[config.mk]
export PLATFORM = sky130hd
export DESIGN_NAME = interrupt_fetch_injector
export DESIGN_NICKNAME = d
export VERILOG_FILES = /design/src/rtl/interrupt_fetch_injector.sv
export SDC_FILE = /design/constraint.sdc
export NUM_CORES = 1
export LEC_CHECK = 0
export CORE_MARGIN = 5
export CORE_UTILIZATION = 30
export CTS_BUF_LIST = sky130_fd_sc_hd__clkbuf_4
export DETAILED_ROUTE_END_ITERATION = 16
export DONT_BUFFER_PORTS = 1
export PLACE_DENSITY = 0.53
export SLEW_MARGIN = 20
export SYNTH_ARGS = -nofsm -noshare
export SYNTH_HDL_FRONTEND = slang
export SYNTH_SLANG_ARGS = --single-unit
[constraint.sdc]
create_clock -name clk -period 1.6 [get_ports clk]
set_input_delay 0.24 -clock clk [delete_from_list [all_inputs] [get_ports clk]]
set_output_delay 0.24 -clock clk [all_outputs]
set_load 0.01 [all_outputs]
[src/rtl/interrupt_fetch_injector.sv]
// Fetch-side interrupt sequencer: waits for a safe instruction boundary, freezes the PC
// and replaces the fetched stream with a bubble plus the two-word interrupt opcode pair.
module interrupt_fetch_injector #(
    parameter int          PC_W     = 16,
    parameter logic [2:0]  IMM_FUNC = 3'b100,
    parameter logic [15:0] NOP_WORD = 16'h07F8,
    parameter logic [15:0] INT_W1   = 16'hF480,
    parameter logic [15:0] INT_W2   = 16'hF500
) (
    input  logic            clk,
    input  logic            rst_n,
    input  logic            int_req,
    input  logic            stall_in,
    input  logic [15:0]     fetch_instr,
    input  logic [PC_W-1:0] fetch_pc,
    output logic [15:0]     instr_out,
    output logic            pc_hold,
    output logic [PC_W-1:0] saved_pc,
    output logic            int_active,
    output logic            int_ack
);

    localparam logic [2:0] S_IDLE     = 3'd0;
    localparam logic [2:0] S_WAIT_IMM = 3'd1;
    localparam logic [2:0] S_BUBBLE   = 3'd2;
    localparam logic [2:0] S_INJ1     = 3'd3;
    localparam logic [2:0] S_INJ2     = 3'd4;

    logic [2:0]      r_state;
    logic [2:0]      w_next_state;
    logic            r_sync1;
    logic            r_sync2;
    logic            r_sync_d;
    logic            r_pending;
    logic            w_pending_next;
    logic [PC_W-1:0] r_saved_pc;
    logic            r_int_ack;
    logic            w_edge;
    logic            w_is_imm;

    // The synchroniser never stalls, so an edge seen during a stall is still latched.
    always_ff @(posedge clk or negedge rst_n) begin
        if (!rst_n) begin
            r_sync1  <= 1'b0;
            r_sync2  <= 1'b0;
            r_sync_d <= 1'b0;
        end else begin
            r_sync1  <= int_req;
            r_sync2  <= r_sync1;
            r_sync_d <= r_sync2;
        end
    end

    assign w_edge   = r_sync2 & ~r_sync_d;
    assign w_is_imm = (fetch_instr[15:13] == IMM_FUNC);

    // A fresh edge in the INJ2 cycle beats the clear, giving back-to-back service.
    always_comb begin
        w_pending_next = r_pending | w_edge;
        if (!stall_in && (r_state == S_INJ2)) begin
            w_pending_next = w_edge;
        end
    end

    always_comb begin
        w_next_state = r_state;
        if (!stall_in) begin
            case (r_state)
                S_IDLE: begin
                    if (r_pending && w_is_imm) begin
                        w_next_state = S_WAIT_IMM;
                    end else if (r_pending) begin
                        w_next_state = S_BUBBLE;
                    end
                end
                S_WAIT_IMM: w_next_state = S_BUBBLE;
                S_BUBBLE:   w_next_state = S_INJ1;
                S_INJ1:     w_next_state = S_INJ2;
                S_INJ2:     w_next_state = S_IDLE;
                default:    w_next_state = S_IDLE;
            endcase
        end
    end

    always_ff @(posedge clk or negedge rst_n) begin
        if (!rst_n) begin
            r_state    <= S_IDLE;
            r_pending  <= 1'b0;
            r_saved_pc <= '0;
            r_int_ack  <= 1'b0;
        end else begin
            r_state   <= w_next_state;
            r_pending <= w_pending_next;
            r_int_ack <= !stall_in && (r_state == S_INJ2);
            if (!stall_in && (r_state == S_BUBBLE)) begin
                r_saved_pc <= fetch_pc;
            end
        end
    end

    // The word discarded in BUBBLE is re-fetched from saved_pc on return.
    always_comb begin
        instr_out  = fetch_instr;
        pc_hold    = 1'b0;
        int_active = 1'b0;
        case (r_state)
            S_WAIT_IMM: begin
                int_active = 1'b1;
            end
            S_BUBBLE: begin
                instr_out  = NOP_WORD;
                pc_hold    = 1'b1;
                int_active = 1'b1;
            end
            S_INJ1: begin
                instr_out  = INT_W1;
                pc_hold    = 1'b1;
                int_active = 1'b1;
            end
            S_INJ2: begin
                instr_out  = INT_W2;
                pc_hold    = 1'b1;
                int_active = 1'b1;
            end
            default: begin
                instr_out  = fetch_instr;
            end
        endcase
    end

    assign saved_pc = r_saved_pc;
    assign int_ack  = r_int_ack;

endmodule

==> results by group <==
CTS
  – H-tree depth: 1
  – Sink Count: 24
  – CTS tree: built
  – Max clock buf depth: 2
  – Clk Latency, worst-skew pair: 0.31 ns
  – Root Driver: clkbuf_4
  – Clk slew on worst S/H paths: 0.12 ns
  – Num CTS Buffers: 3

Die
  – Die width: 74.3 um
  – Core area: 4000 um^2
  – IO Pins: 71
  – Die height: 74.3 um
  – Die ar.: 5510 um^2
  – Initial Util: 0.310
  – Row cnt: 23

Run status
  – Status: finished, violations left
  – Failing checks: setup timing

Routing
  – WL final: 2890 um
  – Initial drt markers: 13
  – WL per Instance: 16.0 um
  – Via count: 905
  – DR vias/cell: 5.03
  – TritonRoute pass-1 iters: 4
  – # DRC: 0
  – Number of antenna-violating nets in the routed design: 0

STA
  – Final-report max-slew violation count: 0
  – Peak Freq: 0.608 GHz
  – Final setup fails: 14
  – Final Hold Viols: 0
  – Worst setup margin: -0.0458 ns
  – Final TNS setup: -0.473 ns
  – Final Cycle Share: 1.03
  – Worst-Margin Slew: 0.517 ns
  – RSZ-0062 raised after global routing: yes
  – Tmin final: 1.65 ns
  – Worst rel slew slack: 0.656
  – Setup Skew: 0.00346 ns

Yosys
  – Post-synth EDFFs: 0
  – Fraction of registers with async set/reset: 1.00
  – Cell Area, Synth: 1240 um^2
  – Syn_area_per_cell: 11.3 um^2
  – Syn_nets: 146
  – Syn. warnings: 0
  – Top_reg_cell synth: dfrtp_1
  – Synth top area cells: dfrtp_1 (48%), mux2_4 (12%), mux2_2 (5.5%), o21ai_0 (5.3%), a21oi_1 (3.2%)
  – Share of the synthesized area in the top cell type: 0.485
  – Leading area contributor after synthesis: dfrtp_1
  – Post-synthesis sequential element count: 24
  – Mapped Cells: 110
  – Seq/Total Area, Yosys: 0.485
  – Distinct cells, synth: 26

Power and ir drop
  – Switch share: 0.398
  – Logic gate share of total power: 0.562
  – Static leakage power: 0.696 nW
  – Pwr Density: 2160 nW/um^2
  – Max VDD drop: 746 uV
  – Psw: 1.31 mW
  – Sequential power share: 0.359
  – Clk pwr share: 0.079
  – Design Power: 3.29 mW
  – P_int: 1.98 mW

Finish
  – Fin nets: 167
  – Area delta synth->final: 23.3%
  – Most common cell after layout, fill and taps aside: dfrtp_1
  – Most frequent cells in the layout: dfrtp_1 (23), mux2_4 (16), buf_4 (16)
  – Layout Cells excl Fill: 180
  – Final Instance Area: 1530 um^2
  – Antenna Cells: 0
  – Share of layout cells above drive strength 1: 0.438

Setup path
  – CP Class: flip-flop to output pin
  – Crit path launch type: flip-flop
  – Worst Setup End Kind: output pin
  – Critical Path RT: 1.36 ns
  – WP data arrival: 1.41 ns
  – Worst Path Max Fanout: 6

Placed design
  – Placed cell count: 160
  – PortBufs: 0
  – Detailed placer's ending HPWL: 2050 um
  – Gpl congestion: 0.698
  – DP Area: 1290 um^2

GRT
  – Number of global-route vias before repair: 935
  – Antenna violations before repair: 0
  – Largest net degree at the start of global routing: 25
  – First-pass GRT wire length: 4330 um
  – Gr usage total: 0.101
  – GR Overflow Total: 0

Flow run
  – # Max-Cap Violations: 0

Min path
  – Hold Crit Class: input pin to flip-flop
cells in the mapped netlist, types with 3 or more instances:
cell	count
nor2_1	5
nand2b_1	5
mux2_2	6
nand3_1	4
o21ai_0	13
mux2_4	10
a21oi_1	8
nand2_1	8
mux2i_1	3
dfrtp_1	24
and2_1	4
clkbuf_1	3
what timing repair did:
action / CTS / global route
gates cloned: 0 / 1
buffers inserted: 6 / 5
resized for setup: 13 / 13
pin swaps: 2 / 4
setup endpoints to repair: 18 / 33
endpoints found under the hold margin: 26 / 24
hold buffers: 3 / 1
state kept, by name (all words and copies together), names as in the netlist:
register,count
int_ack,1
r_sync_d,1
saved_pc,16
r_sync2,1
r_sync1,1
r_pending,1
r_state,3
kinds of logic (layout without fill, tap and decap cells):
logic type / after synthesis / count (layout) / share of synthesized area
buffers and inverters: 10 / 29 / 0.0596
multiplexers: 19 / 19 / 0.200
AND/OR/NAND/NOR: 32 / 33 / 0.140
AO/OA/AOI/OAI: 24 / 24 / 0.108
flip-flops: 24 / 24 / 0.485
XOR/XNOR: 1 / 1 / 0.00707
cell type report:
type	count	area [um^2]
clock inverter	1	3.75
inverter	2	7.51
timing repair buffer	23	189
multi-input combinational	77	641
sequential	24	602
fill	403	2470
clock buffer	3	22.5
tap	50	62.6
power groups by stage:
stage / clock [mW] / combinational, mW / sequential, mW
after global routing: 0.296 / 2.04 / 1.22
after detailed placement: 0 / 1.42 / 1.19
after CTS: 0.277 / 1.65 / 1.18
after floorplan: 0 / 1.23 / 1.10
after global placement: 0 / 1.37 / 1.19
final: 0.259 / 1.85 / 1.18
final timing paths:
check                                       start                 endpoint  slack (ns)  cells past startpoint
hold reg to reg                 r_sync1$_DFF_PN0_        r_sync2$_DFF_PN0_        0.36                      0
setup reg to reg           r_state[0]$_DFFE_PN0P_  saved_pc[1]$_DFFE_PN0P_        0.08                      5
setup / recovery           r_state[2]$_DFFE_PN0P_             instr_out[3]       -0.05                      5
max in group asynchronous                   rst_n   r_state[1]$_DFFE_PN0P_        0.78                      2
min in group asynchronous                   rst_n  saved_pc[5]$_DFFE_PN0P_        0.45                      2
hold / removal                           stall_in   r_state[2]$_DFFE_PN0P_        0.05                      2
routing by layer:
metal	vias to the layer above	share of wire	wire, um	track usage
li1	419	-	-	-
met1	439	0.37	1070	0.112
met2	41	0.52	1490	0.177
met3	6	0.094	270	0.0324
met4	0	0.021	61	0.0415
met5	-	0	0	0
critical path, stage by stage (launching register included):
cell and delay, ns:
dfrtp_1 0.41, buf_6 0.12, nand3b_1 0.24, o21ai_1 0.12
a21oi_1 0.06, buf_4 0.15
metrics by stage:
| stage | hold WS [ns] | setup slack (ns) | util |
|---|---|---|---|
| 2_1_floorplan | -0.0556 | 0.137 | - |
| 3_3_place_gp | -0.0548 | 0.215 | 0.324 |
| 3_5_place_dp | -0.0549 | 0.155 | 0.324 |
| 4_1_cts | 0.0364 | -0.0811 | 0.358 |
| 5_1_grt | 0.0393 | -0.236 | 0.382 |
| 6_report | 0.0529 | -0.0458 | 0.382 |
Power figures use the tool's default switching activity.
